### src/rtl/pattern_gen_ew_if.sv
// Control inputs and PATTRN_* event-window outputs of the synthetic pattern generator.
// Latency: wiring only. Backpressure: ew_fifo_full travels generator-ward; no ready signal is carried.
// Ports: master = generator (drives PATTRN_*), slave = output mux / test control (drives start, init, config, full).
interface pattern_gen_ew_if #(
  parameter int DATA_W = 32,
  parameter int SIZE_W = 10,
  parameter int TAG_W  = 20
);
  logic              PATTRN_axi_start_on_serdesclk;
  logic              pattern_init;
  logic [TAG_W-1:0]  init_tag;
  logic [7:0]        hit_count;
  logic [1:0]        pattern_type;
  logic              ew_fifo_full;

  logic              PATTRN_curr_ewfifo_wr;
  logic              PATTRN_ew_fifo_we;
  logic [DATA_W-1:0] PATTRN_ew_fifo_data;
  logic              PATTRN_ew_done;
  logic [SIZE_W-1:0] PATTRN_ew_size;
  logic [TAG_W-1:0]  PATTRN_ew_tag;
  logic              PATTRN_ew_ovfl;
  logic              PATTRN_ew_tag_error;
  logic              PATTRN_tag_sync_error;

  modport master (
    input  PATTRN_axi_start_on_serdesclk, pattern_init, init_tag, hit_count, pattern_type, ew_fifo_full,
    output PATTRN_curr_ewfifo_wr, PATTRN_ew_fifo_we, PATTRN_ew_fifo_data, PATTRN_ew_done,
           PATTRN_ew_size, PATTRN_ew_tag, PATTRN_ew_ovfl, PATTRN_ew_tag_error, PATTRN_tag_sync_error
  );

  modport slave (
    output PATTRN_axi_start_on_serdesclk, pattern_init, init_tag, hit_count, pattern_type, ew_fifo_full,
    input  PATTRN_curr_ewfifo_wr, PATTRN_ew_fifo_we, PATTRN_ew_fifo_data, PATTRN_ew_done,
           PATTRN_ew_size, PATTRN_ew_tag, PATTRN_ew_ovfl, PATTRN_ew_tag_error, PATTRN_tag_sync_error
  );
endinterface

### src/rtl/pattern_gen_ew.sv
// Synthetic event-window source: per start pulse, emits hit_count deterministic hit words then a done/status pulse.
// Latency: first word one cycle after start; done one cycle after the last word (one cycle after start if empty).
// Backpressure: ew_fifo_full drops (not stalls) the word being issued and flags the window as overflowed.
// Ports: serdesclk / reset_serdesclk (async, active high); ew = control in + PATTRN_* outputs, all registered.
module pattern_gen_ew #(
  parameter int DATA_W = 32,
  parameter int SIZE_W = 10,
  parameter int TAG_W  = 20
) (
  input  logic             serdesclk,
  input  logic             reset_serdesclk,
  pattern_gen_ew_if.master ew
);
  typedef enum logic [1:0] {S_IDLE = 2'd0, S_GEN = 2'd1, S_DONE = 2'd2} state_t;

  state_t            state_q, state_d;
  logic [7:0]        idx_q, idx_d;        // next word index to issue
  logic [7:0]        hc_q, hc_d;
  logic [1:0]        type_q, type_d;
  logic [TAG_W-1:0]  tag_q, tag_d;        // tag of the current/next window
  logic [8:0]        wr_cnt_q, wr_cnt_d;  // words actually written this window
  logic              win_ovfl_q, win_ovfl_d;
  logic              pend_q, pend_d;

  logic              curr_q, curr_d;
  logic              we_q, we_d;
  logic [DATA_W-1:0] data_q, data_d;
  logic              done_q, done_d;
  logic [SIZE_W-1:0] size_q, size_d;
  logic [TAG_W-1:0]  etag_q, etag_d;
  logic              ovfl_q, ovfl_d;
  logic              terr_q, terr_d;
  logic              serr_q, serr_d;

  logic              init_ok;
  logic [TAG_W-1:0]  tag_win;
  logic              start_go;
  logic [8:0]        wr_base;
  logic              issue, close, close_terr;
  logic [7:0]        issue_idx;
  logic [1:0]        issue_type;

  function automatic logic [DATA_W-1:0] gen_word(input logic [1:0] typ, input logic [7:0] idx,
                                                 input logic [TAG_W-1:0] tag);
    logic [DATA_W-1:0] w;
    case (typ)
      2'd0:    w = DATA_W'({16'(tag), 8'h00, idx});
      2'd1:    w = DATA_W'(1) << (32'(idx) % DATA_W);
      2'd2:    w = DATA_W'(32'hA5A5A5A5) ^ DATA_W'(idx);
      default: w = ~DATA_W'(idx);
    endcase
    return w;
  endfunction

  // An init arriving with a start in IDLE takes effect first, so the window carries init_tag.
  assign init_ok  = ew.pattern_init && (state_q == S_IDLE);
  assign tag_win  = init_ok ? ew.init_tag : tag_q;
  assign start_go = ew.PATTRN_axi_start_on_serdesclk || ((state_q == S_DONE) && pend_q);
  // Counters only carry over while generating; a new or empty window starts from zero.
  assign wr_base  = (state_q == S_GEN) ? wr_cnt_q : 9'd0;

  always_comb begin
    state_d    = state_q;
    idx_d      = idx_q;
    hc_d       = hc_q;
    type_d     = type_q;
    tag_d      = tag_q;
    wr_cnt_d   = wr_cnt_q;
    win_ovfl_d = win_ovfl_q;
    pend_d     = pend_q;
    curr_d     = curr_q;
    we_d       = 1'b0;
    data_d     = data_q;
    done_d     = 1'b0;
    size_d     = size_q;
    etag_d     = etag_q;
    ovfl_d     = ovfl_q;
    terr_d     = terr_q;
    serr_d     = serr_q;
    issue      = 1'b0;
    issue_idx  = idx_q;
    issue_type = type_q;
    close      = 1'b0;
    close_terr = 1'b0;

    if (ew.pattern_init) begin
      if (init_ok) begin
        tag_d  = ew.init_tag;
        serr_d = 1'b0;
      end else begin
        serr_d = 1'b1;
      end
    end

    case (state_q)
      S_GEN: begin
        // A start here (including alongside the last word) aborts the window and queues the next one.
        if (ew.PATTRN_axi_start_on_serdesclk) begin
          close      = 1'b1;
          close_terr = 1'b1;
          pend_d     = 1'b1;
        end else if (idx_q == hc_q) begin
          close = 1'b1;
        end else begin
          issue = 1'b1;
          idx_d = idx_q + 8'd1;
        end
      end
      default: begin  // IDLE or DONE; a start seen in DONE is taken straight away
        state_d = S_IDLE;
        pend_d  = 1'b0;
        if (start_go) begin
          curr_d     = ~curr_q;
          hc_d       = ew.hit_count;
          type_d     = ew.pattern_type;
          wr_cnt_d   = 9'd0;
          win_ovfl_d = 1'b0;
          if (ew.hit_count == 8'd0) begin
            close = 1'b1;
          end else begin
            // Word 0 is issued on the accepting edge so it appears in the first cycle after start.
            issue      = 1'b1;
            issue_idx  = 8'd0;
            issue_type = ew.pattern_type;
            idx_d      = 8'd1;
            state_d    = S_GEN;
          end
        end
      end
    endcase

    // Full is sampled on the issuing edge; a dropped word still consumes its index.
    if (issue) begin
      data_d = gen_word(issue_type, issue_idx, tag_win);
      we_d   = ~ew.ew_fifo_full;
      if (ew.ew_fifo_full) begin
        win_ovfl_d = 1'b1;
      end else begin
        wr_cnt_d = wr_base + 9'd1;
      end
    end

    if (close) begin
      state_d = S_DONE;
      done_d  = 1'b1;
      size_d  = SIZE_W'((10'(wr_base) + 10'd1) >> 1);  // 32-bit words to 64-bit beats, rounded up
      etag_d  = tag_win;
      ovfl_d  = (state_q == S_GEN) ? win_ovfl_q : 1'b0;
      terr_d  = close_terr;
      tag_d   = tag_win + TAG_W'(1);
    end
  end

  always_ff @(posedge serdesclk or posedge reset_serdesclk) begin
    if (reset_serdesclk) begin
      state_q    <= S_IDLE;
      idx_q      <= '0;
      hc_q       <= '0;
      type_q     <= '0;
      tag_q      <= '0;
      wr_cnt_q   <= '0;
      win_ovfl_q <= 1'b0;
      pend_q     <= 1'b0;
      curr_q     <= 1'b0;
      we_q       <= 1'b0;
      data_q     <= '0;
      done_q     <= 1'b0;
      size_q     <= '0;
      etag_q     <= '0;
      ovfl_q     <= 1'b0;
      terr_q     <= 1'b0;
      serr_q     <= 1'b0;
    end else begin
      state_q    <= state_d;
      idx_q      <= idx_d;
      hc_q       <= hc_d;
      type_q     <= type_d;
      tag_q      <= tag_d;
      wr_cnt_q   <= wr_cnt_d;
      win_ovfl_q <= win_ovfl_d;
      pend_q     <= pend_d;
      curr_q     <= curr_d;
      we_q       <= we_d;
      data_q     <= data_d;
      done_q     <= done_d;
      size_q     <= size_d;
      etag_q     <= etag_d;
      ovfl_q     <= ovfl_d;
      terr_q     <= terr_d;
      serr_q     <= serr_d;
    end
  end

  assign ew.PATTRN_curr_ewfifo_wr = curr_q;
  assign ew.PATTRN_ew_fifo_we     = we_q;
  assign ew.PATTRN_ew_fifo_data   = data_q;
  assign ew.PATTRN_ew_done        = done_q;
  assign ew.PATTRN_ew_size        = size_q;
  assign ew.PATTRN_ew_tag         = etag_q;
  assign ew.PATTRN_ew_ovfl        = ovfl_q;
  assign ew.PATTRN_ew_tag_error   = terr_q;
  assign ew.PATTRN_tag_sync_error = serr_q;
endmodule

### src/flat_wrapper.sv
// flat-port wrapper written by rule: the top's interface ports become plain ports
module pattern_gen_ew_flat 
#(
  parameter int DATA_W = 32,
  parameter int SIZE_W = 10,
  parameter int TAG_W  = 20
)
  (serdesclk, reset_serdesclk, ew_PATTRN_axi_start_on_serdesclk, ew_pattern_init, ew_init_tag, ew_hit_count, ew_pattern_type, ew_ew_fifo_full, ew_PATTRN_curr_ewfifo_wr, ew_PATTRN_ew_fifo_we, ew_PATTRN_ew_fifo_data, ew_PATTRN_ew_done, ew_PATTRN_ew_size, ew_PATTRN_ew_tag, ew_PATTRN_ew_ovfl, ew_PATTRN_ew_tag_error, ew_PATTRN_tag_sync_error);
  pattern_gen_ew_if #(.DATA_W(DATA_W), .SIZE_W(SIZE_W), .TAG_W(TAG_W)) ew_i ();
  input  logic serdesclk;
  input  logic reset_serdesclk;
  input wire logic [$bits(ew_i.PATTRN_axi_start_on_serdesclk)-1:0] ew_PATTRN_axi_start_on_serdesclk;
  input wire logic [$bits(ew_i.pattern_init)-1:0] ew_pattern_init;
  input wire logic [$bits(ew_i.init_tag)-1:0] ew_init_tag;
  input wire logic [$bits(ew_i.hit_count)-1:0] ew_hit_count;
  input wire logic [$bits(ew_i.pattern_type)-1:0] ew_pattern_type;
  input wire logic [$bits(ew_i.ew_fifo_full)-1:0] ew_ew_fifo_full;
  output wire logic [$bits(ew_i.PATTRN_curr_ewfifo_wr)-1:0] ew_PATTRN_curr_ewfifo_wr;
  output wire logic [$bits(ew_i.PATTRN_ew_fifo_we)-1:0] ew_PATTRN_ew_fifo_we;
  output wire logic [$bits(ew_i.PATTRN_ew_fifo_data)-1:0] ew_PATTRN_ew_fifo_data;
  output wire logic [$bits(ew_i.PATTRN_ew_done)-1:0] ew_PATTRN_ew_done;
  output wire logic [$bits(ew_i.PATTRN_ew_size)-1:0] ew_PATTRN_ew_size;
  output wire logic [$bits(ew_i.PATTRN_ew_tag)-1:0] ew_PATTRN_ew_tag;
  output wire logic [$bits(ew_i.PATTRN_ew_ovfl)-1:0] ew_PATTRN_ew_ovfl;
  output wire logic [$bits(ew_i.PATTRN_ew_tag_error)-1:0] ew_PATTRN_ew_tag_error;
  output wire logic [$bits(ew_i.PATTRN_tag_sync_error)-1:0] ew_PATTRN_tag_sync_error;
  assign ew_i.PATTRN_axi_start_on_serdesclk = ew_PATTRN_axi_start_on_serdesclk;
  assign ew_i.pattern_init = ew_pattern_init;
  assign ew_i.init_tag = ew_init_tag;
  assign ew_i.hit_count = ew_hit_count;
  assign ew_i.pattern_type = ew_pattern_type;
  assign ew_i.ew_fifo_full = ew_ew_fifo_full;
  assign ew_PATTRN_curr_ewfifo_wr = ew_i.PATTRN_curr_ewfifo_wr;
  assign ew_PATTRN_ew_fifo_we = ew_i.PATTRN_ew_fifo_we;
  assign ew_PATTRN_ew_fifo_data = ew_i.PATTRN_ew_fifo_data;
  assign ew_PATTRN_ew_done = ew_i.PATTRN_ew_done;
  assign ew_PATTRN_ew_size = ew_i.PATTRN_ew_size;
  assign ew_PATTRN_ew_tag = ew_i.PATTRN_ew_tag;
  assign ew_PATTRN_ew_ovfl = ew_i.PATTRN_ew_ovfl;
  assign ew_PATTRN_ew_tag_error = ew_i.PATTRN_ew_tag_error;
  assign ew_PATTRN_tag_sync_error = ew_i.PATTRN_tag_sync_error;
  pattern_gen_ew #(.DATA_W(DATA_W), .SIZE_W(SIZE_W), .TAG_W(TAG_W)) u_core (.serdesclk(serdesclk), .reset_serdesclk(reset_serdesclk), .ew(ew_i));
endmodule
### config.mk
export PLATFORM = sky130hd
export DESIGN_NAME = pattern_gen_ew_flat
export DESIGN_NICKNAME = d
export VERILOG_FILES = /design/src/rtl/pattern_gen_ew_if.sv /design/src/rtl/pattern_gen_ew.sv /design/src/flat_wrapper.sv
export SDC_FILE = /design/constraint.sdc
export NUM_CORES = 1
export LEC_CHECK = 0
export CAP_MARGIN = 20
export CORE_ASPECT_RATIO = 0.9
export CORE_MARGIN = 4
export CORE_UTILIZATION = 25
export CTS_BUF_LIST = sky130_fd_sc_hd__clkbuf_4 sky130_fd_sc_hd__clkbuf_8 sky130_fd_sc_hd__clkbuf_16
export DETAILED_ROUTE_END_ITERATION = 8
export PLACE_DENSITY = 0.43
export SETUP_SLACK_MARGIN = 0.1
export SKIP_LAST_GASP = 1
export SLEW_MARGIN = 40
export SYNTH_ARGS = -nofsm -noshare
export SYNTH_HDL_FRONTEND = slang
export SYNTH_SLANG_ARGS = --single-unit
### constraint.sdc
create_clock -name serdesclk -period 5.6 [get_ports serdesclk]
set_input_delay 0.56 -clock serdesclk [delete_from_list [all_inputs] [get_ports serdesclk]]
set_output_delay 0.56 -clock serdesclk [all_outputs]
set_load 0.05 [all_outputs]
==> qor.yml, run 1 <==
status: "completed"
fin_setup_tns_ps: 0
cts_setup_buffers: 0
hp-class: "reg2reg"
critPathCaptureType: "flop"
stdcell_count: 1064
diodes: 0
power.density_cell_area_nw_per_um2: 677
dieArea_sq_um: 27000
fp-row-count: 54
worstPathCellList: "xor2_1 > nor4_2 > a211oi_2 > buf_4 > nor2_2 > inv_2 > o22a_1"
dp_hpwl_um: 14200
arrival_ps: 3580
synth_nets: 695
antenna_found_initial: 0
slowest_stage: "dfrtp_1"
setup_viol: 0
nets: 781
synth_top_cell_area_share: 0.483
port_buffers: 101
drc: 0
die_y_um: 156
cts.sinks: 118
wl_per_cell_um: 19.1
synth_edf_count: 0
initial_core_util: 0.253
drtIter0Drc: 282
mostFrequentLayoutCell: "dfrtp_1"
grt.overflow.total: 0
synth-async-reset-ratio: 1.00
drive_above_1_share: 0.0794
hold_depth: 2
worst-path-buf-inv: 2
ctsHoldBuffers: 0
cpPeakStageDelay_ps: 840
holdWs_ps: 469
grt_pass1_vias: 5415
max-clock-path-buffers: 2
syn_to_final_growth_pct: 31.5
yosysSeqAreaShare: 0.483
ir_worst_vdd_mv: 0.313
drv_slew: 0
setup.worst_path.start_class: "flop"
r2r_cells: 7
p_total_uw: 5450
required_ps: 5900
synth_area_per_cell_sq_um: 9.31
cts-resized-gates: 0
yosys_warnings: 0
synth_area_leader_cell: "dfrtp_1"
yosysUniqueCellTypes: 67
grt_first_pass_wirelength_um: 32300
hold_viol_final: 0
reg2reg_from: "u_core.idx_q[2]$_DFFE_PP0P_"
ys_ff_latch: 118
period_minus_slack_ps: 3280
layout_common_cells: "dfrtp_1, clkdlybuf4s50_1, nand2_1"
grt_max_degree: 73
cts_tree: "done"
final_antenna_net_count: 0
r2r_slack_ps: 2320
criticalPathCategory: "reg2reg"
max_slew_margin: 0.458
die_w_um: 173
placedCellCount: 1031
first_pass_iters: 5
cp.depth: 7
track_usage: 0.151
timing.final.crit_share: 0.586
synthesis.instances: 657
critPathTopFamily: "simple AND/OR/NAND/NOR gates"
reg2reg_to: "u_core.ew.PATTRN_ew_fifo_data[9]$_DFFE_PP0P_"
cts.clk_slew.worst_paths_ps: 60
ys.flop_type: "dfrtp_1"
ios: 103
yosys-top-cells-area: "dfrtp_1, nand2_1, xor2_1"
h-tree-depth: 4
stdcell_area_sq_um: 8050
coreArea_sq_um: 24200
holdCritStartpoint: "u_core.ew.PATTRN_ew_ovfl$_DFFE_PP0P_"
routed_via_density: 5.10
cts_inserted_buffers: 17
worst_slew_pin_slew_ps: 807
crit_end: "u_core.ew.PATTRN_ew_fifo_data[9]$_DFFE_PP0P_"
gp_congestion: 0.878
vias: 5426
insertion_delay_ps: 430
fin_skew_ps: 11.6
startpoint: "u_core.idx_q[2]$_DFFE_PP0P_"
max-cap-violations: 0
totalWireLength_um: 20300
rsz0062_at_grt: "no"
p_leak_uw: 0.00328
syn-cell-area_sq_um: 6120
cp_max_fo: 27
fmaxAchievable_ghz: 0.305
cts_root_buf: "clkbuf_16"
place_area_sq_um: 7400
## routing by layer
metal	wire (um)	part of all wire	up-vias	track usage
met2	8960	0.44	169	0.227
met3	1010	0.050	21	0.0372
li1	-	-	2517	-
met4	313	0.015	0	0.0399
met5	0	0	-	0
met1	10100	0.49	2719	0.218
## logic make-up after synthesis
| family | Yosys count | synth area share |
|---|---|---|
| AOI/OAI and AO/OA | 152 | 0.170 |
| xor gates and xnor gates | 37 | 0.0530 |
| adders and majority gates | 3 | 0.00613 |
| buffers and inverters | 54 | 0.0370 |
| DFF | 118 | 0.483 |
| muxes | 25 | 0.0415 |
| other | 1 | 0.000613 |
| and+or+nand+nor | 267 | 0.210 |
## worst min-delay path by stage
stage,endpoint
floorplan,u_core.win_ovfl_q$_DFF_PP0_
global placement,u_core.ew.PATTRN_ew_ovfl$_DFFE_PP0P_
detailed placement,u_core.ew.PATTRN_ew_ovfl$_DFFE_PP0P_
CTS,u_core.ew.PATTRN_ew_ovfl$_DFFE_PP0P_
global route,u_core.ew.PATTRN_ew_ovfl$_DFFE_PP0P_
finish,u_core.ew.PATTRN_ew_ovfl$_DFFE_PP0P_
## flip-flops by register name (all words and copies together) (netlist names), 2 cells and up
signal	count
u_core.ew.PATTRN_ew_tag	20
u_core.ew.PATTRN_ew_fifo_data	32
u_core.idx_q	8
u_core.hc_q	8
u_core.ew.PATTRN_ew_size	9
u_core.state_q	2
u_core.wr_cnt_q	9
u_core.tag_q	20
u_core.type_q	2
## power breakdown
part / leakage [uW] / switching, uW / internal (uW)
combinational: 0.00154 / 1830 / 901
clock: 0.000306 / 422 / 779
sequential: 0.00143 / 304 / 1220
total: 0.00328 / 2550 / 2900
## area by class of cell
cell class / instances / area [sq um]
Clock buffer: 21 / 468
Tap cell: 308 / 385
Timing Repair Buffer: 108 / 1060
Fill cell: 2488 / 16100
Clock inverter: 11 / 174
Multi-Input combinational cell: 485 / 2950
Inverter: 13 / 56.3
Sequential cell: 118 / 2950
## worst register-to-register path: stages, from the launching register on
cell and delay, ps:
dfrtp_1 840, xor2_1 170, nor4_2 400, a211oi_2 130
buf_4 230, nor2_2 630, inv_2 440, o22a_1 330
## cells in the mapped netlist, types with 8 or more instances
master and number:
a21oi_1 33, inv_1 11, nand3_1 36, mux2i_1 22, xnor2_1 8, xor2_1 29, o31ai_1 10, nor2b_1 8
nor3_1 20, nor4_1 8, and3_1 12, clkbuf_1 29, nor2_1 65, o21ai_0 38, dfrtp_1 118, nand2_1 81
## stage by stage
stage               worst slack [ps]  utilization
detailed placement              1670        0.306
global placement                1770        0.306
finish                          2320        0.333
global route                    2100        0.333
CTS                             2080        0.332
floorplan                       1910            -
Power figures use the tool's default switching activity.
==> run 2: changes to the inputs <==
PLACE_DENSITY = 0.44   (was 0.43)
clock period = 2.65 ns   (was 5.6 ns; I/O delays follow)
==> qor.yml, run 2 (synthesis results as in run 1) <==
nets: 839
p_leak_uw: 0.00353
rsz0062_at_grt: "no"
cts_tree: "done"
period_minus_slack_ps: 2350
power_frac_comb: 0.542
power.density_cell_area_nw_per_um2: 1390
insertion_delay_ps: 420
critPathCaptureType: "flop"
mostFrequentLayoutCell: "dfrtp_1"
pwr-share-clk: 0.188
cts_root_buf: "clkbuf_16"
cts.clk_slew.worst_paths_ps: 60
timing.final.crit_share: 0.889
drv_slew: 0
layout_common_cells: "dfrtp_1, clkdlybuf4s50_1, nand2_1"
grt_max_degree: 91
status: "completed"
cts-resized-gates: 0
wl_met1_um: 10200
ios: 103
antenna_found_initial: 0
cts_inserted_buffers: 17
setup_viol: 0
hp-class: "in2async"
ir_worst_vdd_mv: 0.730
drive_above_1_share: 0.143
die_y_um: 156
die_w_um: 173
cts.sinks: 118
totalWireLength_um: 20400
gp_congestion: 0.880
criticalPathCategory: "reg2reg"
place_area_sq_um: 7890
port_buffers: 101
p_seq_frac: 0.270
routed_via_density: 4.93
switching_share: 0.467
coreArea_sq_um: 24200
cts_setup_buffers: 0
final.fill_count: 2459
vias: 5536
hold_viol_final: 0
setup.worst_path.start_class: "flop"
first_pass_iters: 5
syn_to_final_growth_pct: 38.0
fp-row-count: 54
dieArea_sq_um: 27000
max-clock-path-buffers: 2
initial_core_util: 0.253
final_antenna_net_count: 0
grt_first_pass_wirelength_um: 32600
drtIter0Drc: 410
ctsHoldBuffers: 0
dr.max_layer_used: "met4"
fin_skew_ps: 8.83
grt.overflow.total: 0
route.met2.wl_um: 9050
wl_met3_um: 928
wl_per_cell_um: 18.2
diodes: 0
required_ps: 2950
worst_slew_pin_slew_ps: 547
fmaxAchievable_ghz: 0.425
fin_setup_tns_ps: 0
grt_pass1_vias: 5689
intPower_uw: 6250
largest_reg_flops: 32
max_slew_margin: 0.625
cp_max_fo: 6
stdcell_area_sq_um: 8450
max-cap-violations: 0
h-tree-depth: 4
power_switching_uw: 5480
drc: 0
track_usage: 0.152
arrival_ps: 2650
dp_hpwl_um: 15100
## run 2: cell count changes in the layout (fill, tap and decap cells not counted), moves of 2 or more
cell        delta
buf_4         +55
buf_12         +4
bufinv_16      -3
clkinv_2       +3
clkinvlp_4     +2
## run 2: final timing paths
check | startpoint | to | slack, ps | cells past startpoint
max reg2reg | u_core.state_q[1]$_DFFE_PP0P_ | u_core.tag_q[17]$_DFFE_PP0P_ | 300 | 6
min reg2reg | u_core.ew.PATTRN_ew_ovfl$_DFFE_PP0P_ | u_core.ew.PATTRN_ew_ovfl$_DFFE_PP0P_ | 470 | 2
max | u_core.state_q[1]$_DFFE_PP0P_ | u_core.tag_q[17]$_DFFE_PP0P_ | 300 | 6
min | reset_serdesclk | u_core.ew.PATTRN_ew_size[8]$_DFFE_PP0P_ | 320 | 3
max in group asynchronous | reset_serdesclk | u_core.tag_q[2]$_DFFE_PP0P_ | 1890 | 3
min in group serdesclk | ew_hit_count[1] | u_core.hc_q[1]$_DFFE_PP0P_ | 420 | 3
## run 2: per-stage QoR
stage / hold WS (ps) / util / total power [uW] / worst slack, ps / std cells
3_3_place_gp: 468 / 0.326 / 9520 / -30.9 / 1090
5_1_grt: 365 / 0.349 / 12400 / 169 / 1122
6_report: 316 / 0.349 / 11700 / 295 / 1122
3_5_place_dp: 470 / 0.326 / 9550 / -75.1 / 1090
4_1_cts: 336 / 0.349 / 11800 / 295 / 1122
2_1_floorplan: 377 / - / 7040 / 272 / 657
## run 2: metal layers
metal,global-route usage,up-vias
li1,-,2665
met1,0.219,2702
met2,0.234,155
met3,0.0341,14
met4,0.0407,0
met5,0,-
## run 2: layout make-up
type	count	area, sq um	share of cell area
flip-flops and latches	118	2950	0.350
clock inverters	12	106	0.0126
multi-input cells	485	2950	0.349
clock buffers	20	454	0.0538
well taps	308	385	0.0456
repair buffers	166	1550	0.183
inverters	13	52.6	0.00622
## run 2: worst max-delay path: stages, from the launching register on
cell	delay, ps
dfrtp_1	460
or3b_1	520
nor4_4	360
nor2_1	150
a2111oi_4	380
a211oi_1	90
a221o_1	270
## run 2: power by group through the flow
stage / logic [uW] / registers [uW] / clock network (uW)
detailed placement: 6360 / 3190 / 0
finish: 6360 / 3160 / 2200
global placement: 6340 / 3180 / 0
global route: 6840 / 3260 / 2340
CTS: 6400 / 3170 / 2260
floorplan: 2470 / 4570 / 0
